### src/rtl/clock_pkg.sv
// Shared clock-generation constants and the width helper used to size
// accumulators and counters at elaboration time.
package clock_pkg;

  localparam int SYS_CLK_HZ_DEF = 10_000_000;
  localparam int REF_CLK_HZ_DEF = 32_768;
  localparam int TRIM_W_DEF     = 8;

  // Bits needed to hold values 0..value-1; never less than one bit.
  function automatic int width_for(input longint value);
    int     w;
    longint v;
    w = 0;
    v = 1;
    while (v < value) begin
      v = v << 1;
      w = w + 1;
    end
    if (w == 0) begin
      w = 1;
    end
    return w;
  endfunction

  // Accumulator width covering SYS_CLK_HZ plus the largest trimmed increment.
  function automatic int acc_width(input int sys_hz, input int ref_hz, input int trim_w);
    return width_for(longint'(sys_hz) + 2 * longint'(ref_hz) + (longint'(1) << (trim_w - 1)));
  endfunction

endpackage

### src/rtl/refclk_gen_if.sv
// Control and output bundle of refclk_gen. master drives enable/trim and
// observes the clock outputs; slave is the generator side.
interface refclk_gen_if #(
  parameter int TRIM_W = 8
);

  logic              i_en;
  logic              i_trim_stb;
  logic [TRIM_W-1:0] i_trim;
  logic              o_refclk;
  logic              o_refclk_stb;
  logic              o_refclk_1hz_stb;
  logic              o_trim_pending;

  // i_trim_stb is a single-cycle load pulse with no back-pressure: every
  // asserted cycle is taken, and o_trim_pending reports that a value is
  // waiting for the next 1 Hz boundary.
  modport master (
    output i_en,
    output i_trim_stb,
    output i_trim,
    input  o_refclk,
    input  o_refclk_stb,
    input  o_refclk_1hz_stb,
    input  o_trim_pending
  );

  modport slave (
    input  i_en,
    input  i_trim_stb,
    input  i_trim,
    output o_refclk,
    output o_refclk_stb,
    output o_refclk_1hz_stb,
    output o_trim_pending
  );

endinterface

### src/rtl/refclk_nco.sv
// Phase accumulator that toggles a square wave each time the running sum
// crosses SYS_CLK_HZ; the remainder is kept so the rate never drifts.
module refclk_nco #(
  parameter int SYS_CLK_HZ = 1000,
  parameter int ACC_W      = 11
) (
  input  logic             i_clk,
  input  logic             i_reset_n,
  input  logic             i_en,
  input  logic [ACC_W-1:0] i_inc,
  output logic             o_refclk,
  output logic             o_rise_d,
  output logic             o_rise
);

  localparam logic [ACC_W:0] SYS_W = (ACC_W + 1)'(SYS_CLK_HZ);

  logic [ACC_W-1:0] acc_q;
  logic [ACC_W-1:0] acc_d;
  logic             refclk_q;
  logic             refclk_d;
  logic             rise_q;
  logic             rise_d;
  logic [ACC_W:0]   sum;
  logic             wrap;

  // One extra bit keeps acc + inc from wrapping before the compare.
  always_comb begin
    sum      = {1'b0, acc_q} + {1'b0, i_inc};
    wrap     = (sum >= SYS_W);
    acc_d    = acc_q;
    refclk_d = refclk_q;
    rise_d   = 1'b0;
    if (i_en) begin
      if (wrap) begin
        acc_d    = ACC_W'(sum - SYS_W);
        refclk_d = ~refclk_q;
        rise_d   = ~refclk_q;
      end else begin
        acc_d    = sum[ACC_W-1:0];
      end
    end
  end

  always_ff @(posedge i_clk or negedge i_reset_n) begin
    if (!i_reset_n) begin
      acc_q    <= '0;
      refclk_q <= 1'b0;
      rise_q   <= 1'b0;
    end else begin
      acc_q    <= acc_d;
      refclk_q <= refclk_d;
      rise_q   <= rise_d;
    end
  end

  assign o_refclk = refclk_q;
  assign o_rise_d = rise_d;
  assign o_rise   = rise_q;

endmodule

### src/rtl/refclk_gen.sv
// Reference clock generator: NCO plus rising-edge counter for the 1 Hz
// strobe and a trim that is only applied on second boundaries.
module refclk_gen
  import clock_pkg::*;
#(
  parameter int SYS_CLK_HZ = SYS_CLK_HZ_DEF,
  parameter int REF_CLK_HZ = REF_CLK_HZ_DEF,
  parameter int TRIM_W     = TRIM_W_DEF
) (
  input  logic   i_clk,
  input  logic   i_reset_n,
  refclk_gen_if.slave bus
);

  localparam int ACC_W = acc_width(SYS_CLK_HZ, REF_CLK_HZ, TRIM_W);
  localparam int CNT_W = width_for(longint'(REF_CLK_HZ));

  localparam logic [ACC_W-1:0] BASE_INC = ACC_W'(2 * REF_CLK_HZ);
  localparam logic [CNT_W-1:0] CNT_LAST = CNT_W'(REF_CLK_HZ - 1);

  // Every half-period must span at least two system clocks.
  if (2 * (2 * longint'(REF_CLK_HZ) + (longint'(1) << (TRIM_W - 1))) > longint'(SYS_CLK_HZ)) begin : g_rate_check
    $fatal(1, "refclk_gen: REF_CLK_HZ plus trim range too fast for SYS_CLK_HZ");
  end

  logic [TRIM_W-1:0] trim_active_q;
  logic [TRIM_W-1:0] trim_active_d;
  logic [TRIM_W-1:0] trim_pend_q;
  logic [TRIM_W-1:0] trim_pend_d;
  logic              pend_q;
  logic              pend_d;
  logic [CNT_W-1:0]  cnt_q;
  logic [CNT_W-1:0]  cnt_d;
  logic              stb_1hz_q;
  logic              stb_1hz_d;
  logic [ACC_W-1:0]  inc;
  logic              refclk;
  logic              rise_d;
  logic              rise_q;

  assign inc = BASE_INC + {{(ACC_W - TRIM_W){trim_active_q[TRIM_W-1]}}, trim_active_q};

  refclk_nco #(
    .SYS_CLK_HZ(SYS_CLK_HZ),
    .ACC_W     (ACC_W)
  ) u_nco (
    .i_clk    (i_clk),
    .i_reset_n(i_reset_n),
    .i_en     (bus.i_en),
    .i_inc    (inc),
    .o_refclk (refclk),
    .o_rise_d (rise_d),
    .o_rise   (rise_q)
  );

  // rise_d is already gated by i_en, so the counter freezes with the NCO.
  always_comb begin
    cnt_d     = cnt_q;
    stb_1hz_d = 1'b0;
    if (rise_d) begin
      if (cnt_q == CNT_LAST) begin
        cnt_d     = '0;
        stb_1hz_d = 1'b1;
      end else begin
        cnt_d     = cnt_q + 1'b1;
      end
    end
  end

  // The boundary copy uses the old pending value; a coincident load wins
  // the pending register and keeps the flag set.
  always_comb begin
    trim_active_d = trim_active_q;
    trim_pend_d   = trim_pend_q;
    pend_d        = pend_q;
    if (bus.i_en && stb_1hz_q && pend_q) begin
      trim_active_d = trim_pend_q;
      pend_d        = 1'b0;
    end
    if (bus.i_trim_stb) begin
      trim_pend_d = bus.i_trim;
      pend_d      = 1'b1;
    end
  end

  always_ff @(posedge i_clk or negedge i_reset_n) begin
    if (!i_reset_n) begin
      trim_active_q <= '0;
      trim_pend_q   <= '0;
      pend_q        <= 1'b0;
      cnt_q         <= '0;
      stb_1hz_q     <= 1'b0;
    end else begin
      trim_active_q <= trim_active_d;
      trim_pend_q   <= trim_pend_d;
      pend_q        <= pend_d;
      cnt_q         <= cnt_d;
      stb_1hz_q     <= stb_1hz_d;
    end
  end

  assign bus.o_refclk         = refclk;
  assign bus.o_refclk_stb     = rise_q;
  assign bus.o_refclk_1hz_stb = stb_1hz_q;
  assign bus.o_trim_pending   = pend_q;

endmodule

### src/flat_wrapper.sv
// flat-port wrapper written by rule: the top's interface ports become plain ports
module refclk_gen_flat import clock_pkg::*;
#(
  parameter int SYS_CLK_HZ = SYS_CLK_HZ_DEF,
  parameter int REF_CLK_HZ = REF_CLK_HZ_DEF,
  parameter int TRIM_W     = TRIM_W_DEF
)
  (i_clk, i_reset_n, bus_i_en, bus_i_trim_stb, bus_i_trim, bus_o_refclk, bus_o_refclk_stb, bus_o_refclk_1hz_stb, bus_o_trim_pending);
  refclk_gen_if #(.TRIM_W(TRIM_W)) bus_i ();
  input  logic i_clk;
  input  logic i_reset_n;
  input wire logic [$bits(bus_i.i_en)-1:0] bus_i_en;
  input wire logic [$bits(bus_i.i_trim_stb)-1:0] bus_i_trim_stb;
  input wire logic [$bits(bus_i.i_trim)-1:0] bus_i_trim;
  output wire logic [$bits(bus_i.o_refclk)-1:0] bus_o_refclk;
  output wire logic [$bits(bus_i.o_refclk_stb)-1:0] bus_o_refclk_stb;
  output wire logic [$bits(bus_i.o_refclk_1hz_stb)-1:0] bus_o_refclk_1hz_stb;
  output wire logic [$bits(bus_i.o_trim_pending)-1:0] bus_o_trim_pending;
  assign bus_i.i_en = bus_i_en;
  assign bus_i.i_trim_stb = bus_i_trim_stb;
  assign bus_i.i_trim = bus_i_trim;
  assign bus_o_refclk = bus_i.o_refclk;
  assign bus_o_refclk_stb = bus_i.o_refclk_stb;
  assign bus_o_refclk_1hz_stb = bus_i.o_refclk_1hz_stb;
  assign bus_o_trim_pending = bus_i.o_trim_pending;
  refclk_gen #(.SYS_CLK_HZ(SYS_CLK_HZ), .REF_CLK_HZ(REF_CLK_HZ), .TRIM_W(TRIM_W)) u_core (.i_clk(i_clk), .i_reset_n(i_reset_n), .bus(bus_i));
endmodule
### config.mk
export PLATFORM = sky130hd
export DESIGN_NAME = refclk_gen_flat
export DESIGN_NICKNAME = d
export VERILOG_FILES = /design/src/rtl/clock_pkg.sv /design/src/rtl/refclk_gen_if.sv /design/src/rtl/refclk_nco.sv /design/src/rtl/refclk_gen.sv /design/src/flat_wrapper.sv
export SDC_FILE = /design/constraint.sdc
export NUM_CORES = 1
export LEC_CHECK = 0
export ABC_AREA = 1
export BUFFER_PORTS_ARGS = -buffer_cell sky130_fd_sc_hd__clkbuf_2
export CORE_MARGIN = 2
export CORE_UTILIZATION = 55
export CTS_BUF_LIST = sky130_fd_sc_hd__clkbuf_4 sky130_fd_sc_hd__clkbuf_8 sky130_fd_sc_hd__clkbuf_16
export DETAILED_ROUTE_END_ITERATION = 6
export GPL_TIMING_DRIVEN = 1
export PLACE_DENSITY = 0.75
export SYNTH_ARGS = -nofsm -noshare
export SYNTH_HDL_FRONTEND = slang
export SYNTH_SLANG_ARGS = --single-unit
export TNS_END_PERCENT = 5
### constraint.sdc
create_clock -name i_clk -period 2.7 [get_ports i_clk]
set_input_delay 0.135 -clock i_clk [delete_from_list [all_inputs] [get_ports i_clk]]
set_output_delay 0.135 -clock i_clk [all_outputs]
set_load 0.02 [all_outputs]
Word level (Yosys, flattened, before mapping)
Cells that the tools add are included.

Bitwise operators: 1. Order comparisons: 1. Muxes and demuxes: 8. Reductions and logical operators: 4. $add $sub $neg: 4. Equality and inequality tests: 1.

Operator list (number): $add 24x24->25 (1); $ge 25x24->1 const B (1); $mux 24 (1); $sub 24x24->24 const B (1); $add 18x8->19 const A (1); $add 15x1->15 const B (1); $eq 15x15->1 const B (1); $mux 15 (1); $mux 1 (6); $logic_and 1x1->1 (2); $reduce_and 2->1 (1); $reduce_bool 2->1 (1); $not 1->1 (1).

Logic and storage cells: 27. Bits of input ports: 12. Register bits after elaboration: 59. Output and inout bits: 4.

Longest topological paths before layout
Gate-level depths: netlist (run 1).

Depth after elaboration: 6. Gate-level depth with buffers: 23.

By module
From an unflattened synthesis (run 1), not the netlist that was laid out.

Cell total of the unflattened synthesis: 864. Area total of the unflattened synthesis: 5298.8 sq um.

By module, submodules not included: refclk_nco (cells an instance 680, seq. area each 650.6 sq um, instances 1, area each 3798.6 sq um); refclk_gen (cells an instance 184, seq. area each 825.8 sq um, instances 1, area each 1500.2 sq um).

Least setup slack after synthesis (run 1)
OpenSTA, ideal clock, no wires.

Path kind: register to register. From: register u_core.u_nco.acc_q[0]. To: register u_core.cnt_q[5]. Arrival: 2.784 ns. Library setup time: 0.117 ns. Slack: -0.201 ns. Cell stages (with the launch flop): 22. Period minus slack after synthesis: 2.901 ns. Data required time: 2.583 ns. Cells stage by stage: dfrtp_1 > ha_1 > inv_1 > fa_1 > inv_1 > nand3_1 > nand3_1 > nand2_1 > nand3b_1 > nand2_1 > ha_1 > inv_1 > nand4_1 > nand3_1 > nand2_1 > a21oi_2 > nor2_4 > nor2_8 > nand2_8 > buf_8 > nand2_1 > nand2_1.

Word-level cells in the longest chain between the ends: 4.

RTL lines: from (decl) (line refclk_nco.sv:18) `logic [ACC_W-1:0] acc_q;`; from (signal assigned) (line refclk_nco.sv:47) `acc_q <= '0;`; from (signal assigned) (line refclk_nco.sv:51) `acc_q <= acc_d;`; $add 24x24->25 (line refclk_nco.sv:29) `sum = {1'b0, acc_q} + {1'b0, i_inc};`; $ge 25x24->1 (line refclk_nco.sv:30) `wrap = (sum >= SYS_W);`; $mux 1 (line refclk_nco.sv:35) `if (wrap) begin`; $mux 1 (line refclk_nco.sv:34) `if (i_en) begin`; to (signal assigned) (line refclk_gen.sv:97) `cnt_q <= cnt_d;`; to (decl) (line refclk_gen.sv:32) `logic [CNT_W-1:0] cnt_q;`.

No other way between the ends. A chain may end at the register's enable or synchronous reset.

Final worst setup path (run 1)
From: register u_core.trim_active_q[5]. To: register u_core.cnt_q[6].

Word-level cells in the longest chain between the ends: 5.

RTL lines: from (decl) (line refclk_gen.sv:26) `logic [TRIM_W-1:0] trim_active_q;`; from (signal assigned) (line refclk_gen.sv:94) `trim_active_q <= trim_active_d;`; $add 18x8->19 (line refclk_gen.sv:41) `assign inc = BASE_INC + {{(ACC_W - TRIM_W){trim_active_q[TRIM_W-1]}}, trim_active_q};`; $add 24x24->25 (line refclk_nco.sv:29); $ge 25x24->1 (line refclk_nco.sv:30); $mux 1 (line refclk_nco.sv:35); $mux 1 (line refclk_nco.sv:34).

No other way between the ends.

==> results.ini, run 1 <==
[logic_synthesis]
yosysTopAreaCell=dfrtp_1
synth-main-ff-cell=dfrtp_1
ys_warn_count=0
syn_nets=833
async_flop_share_pct=100.0
synth_area_per_cell_sq_um=6.253
ys_types=34
syn_inst=801
synthTopCellsByArea=dfrtp_1 29%, nand2_1 25%, inv_1 7.6%, nand3_1 7.4%, ha_1 4.7%
ys_ff_latch=59
synth_edf_count=0
syn-cell-area_sq_um=5009
yosys.area.top_type_share_pct=29.48
ys_seq_area_share_pct=29.48

[setup_path]
r2r_cells=22
r2r_slack_ns=-0.41
worstPathArrival_ns=3.34
cp-endpoint=u_core.cnt_q[6]$_DFFE_PN0P_
reg2reg_to=u_core.cnt_q[6]$_DFFE_PN0P_
required_ns=2.93
crit_start=u_core.trim_active_q[5]$_DFFE_PN0P_
reg2reg_from=u_core.trim_active_q[5]$_DFFE_PN0P_
endpoint_kind=register
crit_path_start_kind=register
worstPathMaxFanout=8
crit_type=register to register

[clock_tree]
cts_num_sinks=59
cts_tree=built
cts_root_buf=clkbuf_8
cts_made_buffers=9
clock_latency_ns=0.35
h-tree-depth=3
clockBufferDepth=2
clk_transition_reported_paths_ns=0.09

[timing]
fin_crit_sh_pct=115.2
slew_headroom_pct=46.91
clock.fmax_mhz=321.4
final_max_slew_viol_count=0
setup_viol=35
worst_pin_slew_ns=0.7915
fin_skew_ns=0.01803
fin_ws_ns=-0.4112
whs_ns=0.003742
hold_viol_final=0
fin_crit_ns=3.111
rsz0062_at_grt=true

[finish]
fin_area_sq_um=7043
layout-drive-gt1-share_pct=33.89
diodes=0
synthToLayoutAreaGrowth_pct=40.62
layout_commonest_cell=nand2_1
final_cell_mix=289 x nand2_1, 108 x buf_4, 90 x inv_1
fin_nets=977

[global_routing]
grt_pass1_vias=5647
grt-ovfl-total=0
track_usage_pct=32.11
grt_first_pass_wirelength_um=25650
grt_max_degree=60
antenna_found_initial=0

[detailed_routing]
drt_wl_total_um=17690
wl_per_cell_um=16.72
ant_nets=0
drt-initial-drc-count=474
via_per_inst=5.702
first_pass_iters=7
drc=7
via_count=6033

[placement]
port_buffers=15
dp_hpwl_um=10520
dpl_cell_area_sq_um=5787
gp_congestion=1.012

[power_and_ir_drop]
p_per_area_nw_per_um2=501.8
peakVddDrop_v=0.0004426
power_leakage_nw=3.808

[outcome]
violations=DRC, setup timing
status=finished with violations

[floorplanning]
die_width_um=99.43
io-pin-count=16
initial_core_util_pct=57.15
core_sq_um=8763
die-height_um=99.43
row_count=34
die_area_sq_um=9885

[worst_hold_path]
min_path_type=input port to register

[job]
cap_violations=0

[registers in the layout, summed over array words and instances, names as in the netlist]
name and flops:
u_core.u_nco.acc_q 24, u_core.cnt_q 15, u_core.trim_active_q 8, u_core.trim_pend_q 8, u_core.bus.o_refclk_1hz_stb 1, u_core.bus.o_trim_pending 1
u_core.u_nco.o_refclk 1, u_core.u_nco.o_rise 1
[timing repair]
item | in CTS | in global routing
setup endpoints to repair | 35 | 35
setup buffers | 23 | 19
cloned | 3 | 1
hold endpoints to repair | 65 | 0
hold buffers | 7 | 0
pin swaps | 31 | 51
resized for setup | 64 | 70
[Yosys cell counts, types with 2 or more instances]
cell,n
ha_1,19
nand3_2,3
nand2_2,16
xor2_1,18
nand4_1,18
o21ai_0,28
clkinv_1,2
a21oi_2,4
dfrtp_1,59
nand3_1,74
nand3b_1,7
nand2_1,337
inv_1,101
xnor2_1,3
inv_2,7
nor2_2,17
nor3b_1,2
nor2_1,41
nor2_4,3
buf_6,2
a21oi_1,10
nor3_1,11
clkbuf_1,8
[metal layers]
metal	global-route usage, %	up-vias	wire, um
met5	0	-	0
met1	42.31	2777	6873
li1	-	2802	-
met2	52.81	364	8533
met4	11.59	0	699
met3	6.254	90	1580
[cell families after synthesis]
group	share of synthesized area [%]
buffers and inverters	9.693
DFF	29.48
AOI/OAI and AO/OA	5.046
adders and majority gates	5.146
and+or+nand+nor	46.96
xor gates and xnor gates	3.672
[worst min path at each step]
| stage | end | slack (ns) | cells after the start | start |
|---|---|---|---|---|
| 6_report | u_core.trim_pend_q[2]$_DFFE_PN0P_ | 0.004 | 3 | bus_i_trim[2] |
| 3_5_place_dp | u_core.trim_pend_q[2]$_DFFE_PN0P_ | 0.34 | 2 | i_reset_n |
| 5_1_grt | u_core.trim_pend_q[2]$_DFFE_PN0P_ | 0.02 | 3 | bus_i_trim[2] |
| 3_3_place_gp | u_core.trim_pend_q[2]$_DFFE_PN0P_ | 0.33 | 2 | i_reset_n |
| 2_1_floorplan | u_core.bus.o_refclk_1hz_stb$_DFF_PN0_ | -0.16 | 0 | i_reset_n |
| 4_1_cts | u_core.trim_pend_q[2]$_DFFE_PN0P_ | 0.009 | 3 | bus_i_trim[2] |
[worst max-delay path, cell delays in order, from the launching register on]
cell     delay, ns
dfrtp_1       0.45
ha_4          0.31
buf_4         0.12
nand2_1       0.07
inv_1         0.11
nand2_2       0.09
nand2_1       0.08
nand2_1       0.09
nand3_2       0.14
nand2_1       0.11
nand2_1       0.13
nand2_1       0.07
nor2_1        0.21
nand2_2       0.11
nor2_4        0.13
nand2_2       0.08
nand3_4       0.08
nor2_4        0.06
nor2_8        0.14
buf_12        0.18
nand2_4       0.08
nand2_2       0.08
nand2_1       0.05
[power by group]
part           leakage, nW  internal (mW)  switching (mW)
Sequential           0.785          0.979           0.149
Combinational         2.93          0.725           0.894
Clock               0.0886          0.347           0.439
Total                 3.81           2.05            1.48
[through the flow]
| step | setup TNS [ns] | utilization [%] | setup WS (ns) | std cells | power [mW] |
|---|---|---|---|---|---|
| 3_3_place_gp | -7.369 | 66.03 | -0.2473 | 989 | 2.296 |
| 4_1_cts | -2.678 | 75.61 | -0.1301 | 1038 | 3.288 |
| 3_5_place_dp | -11.67 | 66.03 | -0.4071 | 989 | 2.334 |
| 6_report | -11.00 | 80.37 | -0.4112 | 1058 | 3.535 |
| 5_1_grt | -14.64 | 80.37 | -0.4869 | 1058 | 3.704 |
| 2_1_floorplan | -0.3631 | - | -0.05244 | 801 | 1.818 |
[cell type report]
class | count | area, sq um
Clock buffer | 9 | 123.9
Clock inverter | 7 | 57.56
Fill cell | 514 | 1720
Inverter | 110 | 412.9
Multi-Input combinational cell | 623 | 3680
Sequential cell | 59 | 1478
Tap cell | 108 | 135.1
Timing Repair Buffer | 142 | 1156
(Power assumes the default switching activity.)
==> run 2: changes to the inputs <==
--- a/config.mk
+++ b/config.mk
@@ -8,11 +8,10 @@
 export ABC_AREA = 1
 export BUFFER_PORTS_ARGS = -buffer_cell sky130_fd_sc_hd__clkbuf_2
 export CORE_MARGIN = 2
-export CORE_UTILIZATION = 55
+export CORE_UTILIZATION = 45
 export CTS_BUF_LIST = sky130_fd_sc_hd__clkbuf_4 sky130_fd_sc_hd__clkbuf_8 sky130_fd_sc_hd__clkbuf_16
 export DETAILED_ROUTE_END_ITERATION = 6
 export GPL_TIMING_DRIVEN = 1
-export PLACE_DENSITY = 0.75
 export SYNTH_ARGS = -nofsm -noshare
 export SYNTH_HDL_FRONTEND = slang
 export SYNTH_SLANG_ARGS = --single-unit
==> run 2 against run 1 <==
  * Clock power is essentially flat
  * Largest cell class unchanged
  * Critical path depth is 4 lower
  * Sequential power down 4%
  * The run ends with setup timing left
  * Die area grew 21%
  * Global-route usage fell by 4.3 points
==> results.ini, run 2 (same netlist as run 1, synthesis figures left out) <==
[outcome]
status=finished with violations
violations=setup timing

[finish]
final_cell_mix=306 x nand2_1, 105 x buf_4, 95 x inv_1
layout_commonest_cell=nand2_1
largest_reg_flops=24
layout-drive-gt1-share_pct=29.74
post-route-util_pct=63.48
synthToLayoutAreaGrowth_pct=37.40
fin_nets=972
diodes=0
fin_cells=1085
largest-register=u_core.u_nco.acc_q
fin_area_sq_um=6882
top_regs=u_core.u_nco.acc_q x24, u_core.cnt_q x15

[clock_tree]
clockBufferDepth=2
cts_root_buf=clkbuf_8
cts_num_sinks=59
cts_tree=built
clk_transition_reported_paths_ns=0.08
clock_latency_ns=0.37
h-tree-depth=3
cts_made_buffers=9

[floorplanning]
die-height_um=109.5
row_count=38
initial_core_util_pct=46.20
core_sq_um=10840
die_area_sq_um=11990
die_width_um=109.5
io-pin-count=16

[timing]
fin_crit_sh_pct=115.1
final_max_slew_viol_count=0
whs_ns=0.1674
hold_viol_final=0
clock.fmax_mhz=321.7
slew_headroom_pct=47.16
setup_viol=35
fin_crit_ns=3.109
fin_setup_tns_ns=-10.86
rsz0062_at_grt=true
worst_pin_slew_ns=0.7878
fin_skew_ns=0.01501
fin_ws_ns=-0.4086

[global_routing]
grt_max_degree=45
grt_first_pass_wirelength_um=25700
antenna_found_initial=0
track_usage_pct=27.84
grt-ovfl-total=0
grt_pass1_vias=5530

[setup_path]
crit_type=register to register
reg2reg_from=u_core.u_nco.acc_q[0]$_DFFE_PN0P_
slowest_stage=dfrtp_1
worstPathMaxFanout=9
required_ns=2.94
critical_path_buf_inv_count=2
cpMostUsedCell=nand2_1
worstPathArrival_ns=3.35
endpoint_kind=register
path_cells=ha_2, inv_2, fa_2, xor2_1, nand3b_1, nor2_1, nand4_1, nor2_1, nand3_1, nor2_2, nand2_1, nand3_2, nor2_4, buf_12, nor2_8, nand2_8, nand2_1, nand2_1
cpPeakStageDelay_ns=0.36
cp_top_family=simple AND/OR/NAND/NOR gates
crit_start=u_core.u_nco.acc_q[0]$_DFFE_PN0P_
crit_path_start_kind=register

[detailed_routing]
wl_per_cell_um=14.36
ant_nets=0
via_count=5580
via_per_inst=5.143
drc=0
first_pass_iters=5
drt_wl_total_um=15580
drt-initial-drc-count=290

[placement]
gp_congestion=0.9642
placed_cells=1030
dp_hpwl_um=11270
dpl_cell_area_sq_um=5869
dp_slack_ns=-0.5676
port_buffers=15

[power_and_ir_drop]
p_per_area_nw_per_um2=490.1
power_leakage_nw=3.699
peakVddDrop_v=0.0004482
p_total_mw=3.373

[job]
cap_violations=0

[worst_hold_path]
hp-start=bus_i_trim_stb
min_path_type=input port to register

## run 2: worst register-to-register path, stage by stage, from the launching register on
cell	delay (ns)
dfrtp_1	0.36
ha_2	0.19
inv_2	0.04
fa_2	0.36
xor2_1	0.21
nand3b_1	0.11
nor2_1	0.20
nand4_1	0.26
nor2_1	0.17
nand3_1	0.12
nor2_2	0.13
nand2_1	0.07
nand3_2	0.09
nor2_4	0.05
buf_12	0.14
nor2_8	0.24
nand2_8	0.12
nand2_1	0.09
nand2_1	0.05
## run 2: where the power goes
| part | total (mW) | switching [mW] | internal, mW |
|---|---|---|---|
| clock network | 0.788 | 0.440 | 0.348 |
| registers | 1.09 | 0.106 | 0.980 |
| logic | 1.50 | 0.842 | 0.657 |
| total | 3.37 | 1.39 | 1.99 |
## run 2: routing by layer
layer  vias up  part of all wire, %  GRT usage, %  wire length [um]
met1      2600                   43         32.84              6688
met2       131                   49         47.88              7710
met5         -                    0             0                 0
li1       2801                    -             -                 -
met3        48                  3.7         5.631               570
met4         0                  3.9         14.10               609
## run 2: worst paths after layout
check,cells after the start,slack [ns],end
setup / recovery,18,-0.41,u_core.cnt_q[11]$_DFFE_PN0P_
hold / removal,2,0.17,u_core.bus.o_trim_pending$_DFFE_PN0P_
setup reg to reg,18,-0.41,u_core.cnt_q[11]$_DFFE_PN0P_
hold reg to reg,2,0.50,u_core.trim_active_q[2]$_DFFE_PN0P_
max in group asynchronous,3,1.54,u_core.trim_active_q[7]$_DFFE_PN0P_
min in group asynchronous,2,0.23,u_core.trim_pend_q[5]$_DFFE_PN0P_
## run 2: what timing repair did
item,in CTS,in global routing
hold endpoints to repair,23,0
hold buffers,9,0
setup endpoints to repair,35,35
pin swaps,35,11
setup buffers,24,2
cloned,4,0
gates resized for setup,63,37
## run 2: cell type report
class / count / area, sq um
timing repair buffer: 136 / 1059
tap: 140 / 175.2
inverter: 110 / 415.4
multi-input combinational: 624 / 3570
sequential: 59 / 1478
clock buffer: 9 / 123.9
clock inverter: 7 / 61.31
fill: 1009 / 3959
